File: src/rtl/dmem_pkg.sv
// rtl/dmem_pkg.sv - shared constants and types for the data-memory store buffer
//
// Purpose : size codes, output-register FSM encoding, default entry layout and a
//           small helper used by the store buffer and its FIFO.
// Ports   : none (package).

package dmem_pkg;

    // Size codes as seen by the byte-lane controller.
    localparam logic [1:0] SZ_BYTE = 2'b00;
    localparam logic [1:0] SZ_HALF = 2'b01;
    localparam logic [1:0] SZ_WORD = 2'b10;
    localparam logic [1:0] SZ_NONE = 2'b11;

    // Output-register FSM encoding.
    localparam logic [0:0] ST_IDLE  = 1'b0;
    localparam logic [0:0] ST_ISSUE = 1'b1;

    // Default word-address width.
    localparam int DMEM_AW = 30;

    // Entry layout at the default address width; the RTL packs entries in the
    // same {addr, size, data} order so parametrised widths stay consistent.
    typedef struct packed {
        logic [DMEM_AW-1:0] addr;
        logic [1:0]         size;
        logic [31:0]        data;
    } sb_entry_t;

    // A size code of 11 carries no write and is never buffered.
    function automatic logic sz_is_write(input logic [1:0] sz);
        return sz != SZ_NONE;
    endfunction

endpackage

File: src/rtl/dmem_store_buffer_if.sv
// rtl/dmem_store_buffer_if.sv - pipeline, memory and load-check signals of the store buffer
//
// Purpose : bundles the store request handshake, the data-memory write port and the
//           load hazard/forward port into one interface.
// Modports: slave  - the store buffer itself
//           master - the environment (MEM stage, lane controller, load unit)

interface dmem_store_buffer_if #(
    parameter int AW = 30
);
    // store request from MEM stage
    logic          st_valid;
    logic          st_ready;
    logic [AW-1:0] st_addr;
    logic [1:0]    st_size;
    logic [31:0]   st_data;
    // write port to the byte-lane controller
    logic [AW-1:0] dm_addr;
    logic [1:0]    dm_wen;
    logic [31:0]   dm_wdata;
    logic          dm_gnt;
    // load check
    logic          ld_valid;
    logic [AW-1:0] ld_addr;
    logic          ld_hazard;
    logic          ld_fwd_hit;
    logic [31:0]   ld_fwd_data;
    // drain status
    logic          sb_empty;

    modport slave (
        input  st_valid, st_addr, st_size, st_data, dm_gnt, ld_valid, ld_addr,
        output st_ready, dm_addr, dm_wen, dm_wdata, ld_hazard, ld_fwd_hit, ld_fwd_data, sb_empty
    );

    modport master (
        output st_valid, st_addr, st_size, st_data, dm_gnt, ld_valid, ld_addr,
        input  st_ready, dm_addr, dm_wen, dm_wdata, ld_hazard, ld_fwd_hit, ld_fwd_data, sb_empty
    );

endinterface

File: src/rtl/dmem_store_buffer_sb_fifo.sv
// rtl/dmem_store_buffer_sb_fifo.sv - circular entry FIFO of the store buffer
//
// Purpose : DEPTH-entry circular FIFO with push/pop, full/empty and count. All
//           entries are also exported in age order (index 0 = head/oldest) with a
//           matching valid vector so the parent can run address comparators.
// Ports   : clk, rst_n      clock, synchronous active-low reset
//           push_i/_data_i  write an entry (caller never pushes when full)
//           pop_i           drop the head (caller never pops when empty)
//           head_o          current head entry
//           full_o/empty_o  occupancy flags
//           count_o         number of valid entries
//           entries_o       DEPTH entries, flat, oldest in the low slice
//           valid_o         per-slice valid bits for entries_o

module sb_fifo #(
    parameter int DEPTH = 4,
    parameter int W     = 64
) (
    input  logic                   clk,
    input  logic                   rst_n,
    input  logic                   push_i,
    input  logic [W-1:0]           push_data_i,
    input  logic                   pop_i,
    output logic [W-1:0]           head_o,
    output logic                   full_o,
    output logic                   empty_o,
    output logic [$clog2(DEPTH):0] count_o,
    output logic [DEPTH*W-1:0]     entries_o,
    output logic [DEPTH-1:0]       valid_o
);

    localparam int PW = $clog2(DEPTH);
    localparam int CW = PW + 1;

    logic [W-1:0]  mem_q [DEPTH];
    logic [PW-1:0] wr_ptr_q, wr_ptr_d;
    logic [PW-1:0] rd_ptr_q, rd_ptr_d;
    logic [CW-1:0] count_q,  count_d;

    // DEPTH is a power of two, so pointers wrap by natural overflow.
    always_comb begin
        wr_ptr_d = wr_ptr_q;
        rd_ptr_d = rd_ptr_q;
        if (push_i) begin
            wr_ptr_d = wr_ptr_q + PW'(1);
        end
        if (pop_i) begin
            rd_ptr_d = rd_ptr_q + PW'(1);
        end
        count_d = count_q + {{PW{1'b0}}, push_i} - {{PW{1'b0}}, pop_i};
    end

    always_ff @(posedge clk) begin
        if (!rst_n) begin
            wr_ptr_q <= '0;
            rd_ptr_q <= '0;
            count_q  <= '0;
        end else begin
            wr_ptr_q <= wr_ptr_d;
            rd_ptr_q <= rd_ptr_d;
            count_q  <= count_d;
        end
    end

    // Entry storage is qualified by count, so it needs no reset.
    always_ff @(posedge clk) begin
        if (push_i) begin
            mem_q[wr_ptr_q] <= push_data_i;
        end
    end

    assign head_o  = mem_q[rd_ptr_q];
    assign full_o  = (count_q == CW'(DEPTH));
    assign empty_o = (count_q == '0);
    assign count_o = count_q;

    // Rotate storage so slice k is the k-th oldest entry.
    always_comb begin
        entries_o = '0;
        valid_o   = '0;
        for (int k = 0; k < DEPTH; k++) begin
            entries_o[k*W +: W] = mem_q[rd_ptr_q + PW'(k)];
            valid_o[k]          = (count_q > CW'(k));
        end
    end

endmodule

File: src/rtl/dmem_store_buffer.sv
// rtl/dmem_store_buffer.sv - posted-store queue ahead of the data-memory lane controller
//
// Purpose : accepts stores from the MEM stage, buffers up to DEPTH behind an output
//           register and drains them one write per granted cycle in acceptance order.
//           Loads that hit a pending store are flagged so MEM stalls.
// Ports   : clk    single clock, rising edge
//           rst_n  synchronous active-low reset
//           bus    dmem_store_buffer_if.slave: st_* store handshake, dm_* write port,
//                  ld_* hazard/forward check, sb_empty drain status
// Config  : DMEM_SB_FWD_EN - when defined, a load whose youngest matching store is a
//           full word gets that word forwarded instead of a stall.

module dmem_store_buffer
    import dmem_pkg::*;
#(
    parameter int DEPTH = 4,
    parameter int AW    = 30
) (
    input  logic                   clk,
    input  logic                   rst_n,
    dmem_store_buffer_if.slave     bus
);

    localparam int DW = 32;
    localparam int AO = DW + 2;      // addr offset inside a packed entry
    localparam int EW = AW + 2 + DW; // packed entry width {addr, size, data}
    localparam int CW = $clog2(DEPTH) + 1;

    logic [0:0]    state_q,    state_d;
    logic [AW-1:0] out_addr_q, out_addr_d;
    logic [1:0]    out_size_q, out_size_d;
    logic [DW-1:0] out_data_q, out_data_d;

    logic [EW-1:0]       fifo_head;
    logic                fifo_full;
    logic                fifo_empty;
    logic [CW-1:0]       fifo_count;
    logic [DEPTH*EW-1:0] fifo_entries;
    logic [DEPTH-1:0]    fifo_valid;

    logic hs;      // store handshake
    logic enq;     // handshake carrying a real write
    logic take;    // output register free to load this cycle
    logic pop;
    logic bypass;  // incoming store goes straight into the output register
    logic push;

    assign bus.st_ready = !fifo_full;
    assign hs     = bus.st_valid && !fifo_full;
    assign enq    = hs && sz_is_write(bus.st_size);
    // Idle register is always free; an issuing one frees up on grant.
    assign take   = (state_q == ST_IDLE) || bus.dm_gnt;
    // Queued stores always go first, which keeps acceptance order.
    assign pop    = take && !fifo_empty;
    assign bypass = take && fifo_empty && enq;
    assign push   = enq && !bypass;

    sb_fifo #(
        .DEPTH (DEPTH),
        .W     (EW)
    ) u_fifo (
        .clk         (clk),
        .rst_n       (rst_n),
        .push_i      (push),
        .push_data_i ({bus.st_addr, bus.st_size, bus.st_data}),
        .pop_i       (pop),
        .head_o      (fifo_head),
        .full_o      (fifo_full),
        .empty_o     (fifo_empty),
        .count_o     (fifo_count),
        .entries_o   (fifo_entries),
        .valid_o     (fifo_valid)
    );

    always_comb begin
        state_d    = state_q;
        out_addr_d = out_addr_q;
        out_size_d = out_size_q;
        out_data_d = out_data_q;
        if (take) begin
            if (pop) begin
                out_addr_d = fifo_head[AO +: AW];
                out_size_d = fifo_head[DW +: 2];
                out_data_d = fifo_head[0 +: DW];
                state_d    = ST_ISSUE;
            end else if (bypass) begin
                out_addr_d = bus.st_addr;
                out_size_d = bus.st_size;
                out_data_d = bus.st_data;
                state_d    = ST_ISSUE;
            end else begin
                state_d    = ST_IDLE;
            end
        end
    end

    always_ff @(posedge clk) begin
        if (!rst_n) begin
            state_q    <= ST_IDLE;
            out_addr_q <= '0;
            out_size_q <= SZ_NONE;
            out_data_q <= '0;
        end else begin
            state_q    <= state_d;
            out_addr_q <= out_addr_d;
            out_size_q <= out_size_d;
            out_data_q <= out_data_d;
        end
    end

    assign bus.dm_addr  = out_addr_q;
    assign bus.dm_wen   = (state_q == ST_ISSUE) ? out_size_q : SZ_NONE;
    assign bus.dm_wdata = out_data_q;
    assign bus.sb_empty = (fifo_count == '0) && (state_q == ST_IDLE);

    // Address comparators: output register (oldest) plus every valid FIFO slice.
    logic             out_match;
    logic [DEPTH-1:0] fifo_match;
    logic             any_match;

    assign out_match = (state_q == ST_ISSUE) && (out_addr_q == bus.ld_addr);

    always_comb begin
        fifo_match = '0;
        for (int k = 0; k < DEPTH; k++) begin
            fifo_match[k] = fifo_valid[k] && (fifo_entries[k*EW + AO +: AW] == bus.ld_addr);
        end
    end

    assign any_match = out_match || (|fifo_match);

`ifdef DMEM_SB_FWD_EN
    logic [1:0]    yng_size;
    logic [DW-1:0] yng_data;
    logic          fwd_ok;

    // Later slices are younger, so the last match in the scan wins.
    always_comb begin
        yng_size = SZ_NONE;
        yng_data = '0;
        if (out_match) begin
            yng_size = out_size_q;
            yng_data = out_data_q;
        end
        for (int k = 0; k < DEPTH; k++) begin
            if (fifo_match[k]) begin
                yng_size = fifo_entries[k*EW + DW +: 2];
                yng_data = fifo_entries[k*EW +: DW];
            end
        end
    end

    // Only a full-word store fully covers the loaded word.
    assign fwd_ok          = any_match && (yng_size == SZ_WORD);
    assign bus.ld_fwd_hit  = bus.ld_valid && fwd_ok;
    assign bus.ld_fwd_data = (bus.ld_valid && fwd_ok) ? yng_data : '0;
    assign bus.ld_hazard   = bus.ld_valid && any_match && !fwd_ok;
`else
    logic unused_fwd_fields;

    assign unused_fwd_fields = ^fifo_entries;
    assign bus.ld_fwd_hit    = 1'b0;
    assign bus.ld_fwd_data   = '0;
    assign bus.ld_hazard     = bus.ld_valid && any_match;
`endif

endmodule

File: src/flat_wrapper.sv
// flat-port wrapper written by rule: the top's interface ports become plain ports
module dmem_store_buffer_flat import dmem_pkg::*;
#(
    parameter int DEPTH = 4,
    parameter int AW    = 30
)
  (clk, rst_n, bus_st_valid, bus_st_addr, bus_st_size, bus_st_data, bus_dm_gnt, bus_ld_valid, bus_ld_addr, bus_st_ready, bus_dm_addr, bus_dm_wen, bus_dm_wdata, bus_ld_hazard, bus_ld_fwd_hit, bus_ld_fwd_data, bus_sb_empty);
  dmem_store_buffer_if #(.AW(AW)) bus_i ();
  input  logic clk;
  input  logic rst_n;
  input wire logic [$bits(bus_i.st_valid)-1:0] bus_st_valid;
  input wire logic [$bits(bus_i.st_addr)-1:0] bus_st_addr;
  input wire logic [$bits(bus_i.st_size)-1:0] bus_st_size;
  input wire logic [$bits(bus_i.st_data)-1:0] bus_st_data;
  input wire logic [$bits(bus_i.dm_gnt)-1:0] bus_dm_gnt;
  input wire logic [$bits(bus_i.ld_valid)-1:0] bus_ld_valid;
  input wire logic [$bits(bus_i.ld_addr)-1:0] bus_ld_addr;
  output wire logic [$bits(bus_i.st_ready)-1:0] bus_st_ready;
  output wire logic [$bits(bus_i.dm_addr)-1:0] bus_dm_addr;
  output wire logic [$bits(bus_i.dm_wen)-1:0] bus_dm_wen;
  output wire logic [$bits(bus_i.dm_wdata)-1:0] bus_dm_wdata;
  output wire logic [$bits(bus_i.ld_hazard)-1:0] bus_ld_hazard;
  output wire logic [$bits(bus_i.ld_fwd_hit)-1:0] bus_ld_fwd_hit;
  output wire logic [$bits(bus_i.ld_fwd_data)-1:0] bus_ld_fwd_data;
  output wire logic [$bits(bus_i.sb_empty)-1:0] bus_sb_empty;
  assign bus_i.st_valid = bus_st_valid;
  assign bus_i.st_addr = bus_st_addr;
  assign bus_i.st_size = bus_st_size;
  assign bus_i.st_data = bus_st_data;
  assign bus_i.dm_gnt = bus_dm_gnt;
  assign bus_i.ld_valid = bus_ld_valid;
  assign bus_i.ld_addr = bus_ld_addr;
  assign bus_st_ready = bus_i.st_ready;
  assign bus_dm_addr = bus_i.dm_addr;
  assign bus_dm_wen = bus_i.dm_wen;
  assign bus_dm_wdata = bus_i.dm_wdata;
  assign bus_ld_hazard = bus_i.ld_hazard;
  assign bus_ld_fwd_hit = bus_i.ld_fwd_hit;
  assign bus_ld_fwd_data = bus_i.ld_fwd_data;
  assign bus_sb_empty = bus_i.sb_empty;
  dmem_store_buffer #(.DEPTH(DEPTH), .AW(AW)) u_core (.clk(clk), .rst_n(rst_n), .bus(bus_i));
endmodule
File: config.mk
export PLATFORM = sky130hd
export DESIGN_NAME = dmem_store_buffer_flat
export DESIGN_NICKNAME = d
export VERILOG_FILES = /design/src/rtl/dmem_pkg.sv /design/src/rtl/dmem_store_buffer_if.sv /design/src/rtl/dmem_store_buffer_sb_fifo.sv /design/src/rtl/dmem_store_buffer.sv /design/src/flat_wrapper.sv
export SDC_FILE = /design/constraint.sdc
export NUM_CORES = 1
export LEC_CHECK = 0
export BUFFER_PORTS_ARGS = -buffer_cell sky130_fd_sc_hd__buf_4
export CAP_MARGIN = 20
export CORE_MARGIN = 1
export CORE_UTILIZATION = 40
export DETAILED_ROUTE_END_ITERATION = 12
export GPL_ROUTABILITY_DRIVEN = 0
export HOLD_SLACK_MARGIN = 0.02
export SKIP_LAST_GASP = 1
export SYNTH_ARGS = -nofsm -noshare
export SYNTH_HDL_FRONTEND = slang
export SYNTH_HIERARCHICAL = 1
export SYNTH_SLANG_ARGS = --single-unit
export TNS_END_PERCENT = 30
File: constraint.sdc
create_clock -name clk -period 4.2 [get_ports clk]
set_clock_uncertainty 0.1 [all_clocks]
set_input_delay 0.84 -clock clk [delete_from_list [all_inputs] [get_ports clk]]
set_output_delay 0.84 -clock clk [all_outputs]
set_load 0.05 [all_outputs]
==> results.sh <==
export IMPL_required_ps=3260
export IMPL_drv_cap=0
export IMPL_leakage_uw=0.00692
export IMPL_antenna_found_initial=3
export IMPL_top_level_ports=199
export IMPL_numPortBuffers=165
export IMPL_cts_sinks=330
export IMPL_final_instance_count_excl_fill=1838
export IMPL_area_growth_syn_to_layout_pct=15.1
export IMPL_finalSetupViolations=0
export IMPL_n_antenna_cell=0
export IMPL_synthCells=1138
export IMPL_crit_path_end_kind="output pin"
export IMPL_worst_pin_slew_ps=985
export IMPL_num_vias=10100
export IMPL_layout_drive_gt1_share=0.397
export IMPL_cts_tree="built"
export IMPL_antenna_left=0
export IMPL_grt_max_degree=71
export IMPL_initial_utilization=0.409
export IMPL_timing_worst_setup_path_type="flip-flop to output pin"
export IMPL_drt_iter0_drc=830
export IMPL_cts_root_buffer="clkbuf_16"
export IMPL_status="completed"
export IMPL_drc=0
export IMPL_yosys_warnings=6
export IMPL_core_sq_um=43400
export IMPL_hold_viol_final=0
export IMPL_track_usage=0.205
export IMPL_vias_per_cell=5.49
export IMPL_max_freq_mhz=242
export IMPL_clk_pin_slew_worst_paths_ps=60
export IMPL_grt_pass1_wl_mm=67.1
export IMPL_fill_cells=3811
export IMPL_clkLatencyLatePin_ps=570
export IMPL_overflow=0
export IMPL_vdd_drop_max_mv=0.434
export IMPL_powerDensity_nw_per_um2=706
export IMPL_hold_path_class="input port to flip-flop"
export IMPL_path_max_fanout=14
export IMPL_final_max_slew_viol_count=0
export IMPL_die_area_sq_um=45100
export IMPL_crit_arrival_ps=3190
export IMPL_drtPass1Iterations=5
export IMPL_die_h_microns=212
export IMPL_placed_area_sq_um=18800
export IMPL_dp_cells=1763
export IMPL_cp_start_kind="flip-flop"
export IMPL_die_w_microns=212
export IMPL_slew_limit_headroom=0.343
export IMPL_hpwlAfterDp_mm=31.7
export IMPL_period_share=0.982
export IMPL_fin_nets=1332
export IMPL_final_min_clock_period_ps=4130
export IMPL_syn_avg_cell_area_sq_um=15.6
export IMPL_design_area_sq_um=20400
export IMPL_clk_path_buf_depth=3
export IMPL_synth_cell_area_sq_um=17700
export IMPL_finalWirelength_mm=45.0
export IMPL_numCtsBuffers=38
export IMPL_total_power_uw=14400
export IMPL_fin_util=0.471
export IMPL_grt_pass1_vias=10300
export IMPL_htreeDepth=2
export IMPL_wl_per_cell_microns=24.5
export IMPL_rows=76
## registers in the layout, summed over array words and instances, names as in the netlist, named ones only
register / cells
u_core/u_fifo/mem_q: 256
u_core/out_size_q: 2
u_core/bus.dm_addr: 30
u_core/bus.dm_wdata: 32
u_core/u_fifo/count_o: 3
u_core/state_q: 1
u_core/u_fifo/wr_ptr_q: 2
u_core/u_fifo/rd_ptr_q: 2
## worst max-delay path, cell delays in order (launching register included)
cell	delay, ps
dfxtp_4	430
buf_12	190
mux4_2	520
xnor2_1	250
nand4_1	210
nor4_1	380
a22oi_1	170
a41oi_2	270
buf_6	190
## final timing paths
kind	from	end	slack [ps]	cells after the start
max	u_core/u_fifo/rd_ptr_q[0]	bus_ld_hazard	70	8
min	bus_st_data[14]	u_core/u_fifo/mem_q[3][14]	370	1
max reg2reg	u_core/u_fifo/count_o[2]	u_core/u_fifo/mem_q[3][53]	1650	7
min reg2reg	u_core/bus.dm_wdata[28]	u_core/bus.dm_wdata[28]	410	2
## where the power goes
part | internal [uW] | switching (uW)
Combinational | 2690 | 3710
Sequential | 4080 | 404
Clock | 2160 | 1370
Total | 8940 | 5480
## stage by stage
step | hold WS (ps) | setup slack [ps] | setup TNS [ps]
6_report | 375 | 74.9 | 0
5_1_grt | 358 | -4.04 | -4.04
4_1_cts | 343 | 2.89 | 0
3_5_place_dp | 402 | 363 | 0
3_3_place_gp | 396 | 330 | 0
2_1_floorplan | 397 | 497 | 0
## final cells by class
cell class	instances	area, sq um	area share
inverter	14	53.8	0.00264
tap	585	732	0.0359
multi-input combinational	628	7280	0.357
timing repair buffer	212	1810	0.0885
clock buffer	49	1050	0.0516
sequential	330	9180	0.450
clock inverter	20	292	0.0143
## per-layer routing
layer	GRT usage	vias up	routed length [microns]
li1	-	4444	-
met1	0.272	5209	18600
met2	0.338	361	22200
met3	0.0409	62	3160
met4	0.0645	6	1070
met5	0	-	43
## cells in the final DEF (no fill, tap or decap), drive strengths merged
| cell | n |
|---|---|
| edfxtp | 256 |
| buf | 211 |
| mux4 | 154 |
| xnor2 | 119 |
| dfxtp | 74 |
| nor2 | 69 |
| mux2i | 63 |
| a211oi | 62 |
| clkbuf | 49 |
| xor2 | 34 |
| conb | 33 |
| nand4 | 32 |
| nor4 | 17 |
| inv | 14 |
| nand2 | 9 |
| clkinv | 9 |
| ha | 8 |
| bufinv | 6 |
| and2 | 6 |
| clkinvlp | 5 |
| a21oi | 4 |
| nand3 | 3 |
| a31oi | 2 |
| o2111ai | 2 |
| nor3 | 2 |
| bufbuf | 1 |
| nor2b | 1 |
| nand2b | 1 |
| a22oi | 1 |
| a41oi | 1 |
| o21ai | 1 |
| nor3b | 1 |
| a21bo | 1 |
| nand3b | 1 |
| fa | 1 |
## timing repair
item                                    in CTS  in global routing
buffers inserted                             5                  0
gates resized for setup                      7                 15
cloned                                       1                  0
endpoints found under the setup margin       1                  1
hold buffers                                 0                  0
pin swaps                                    0                  3
(Power assumes the default switching activity.)
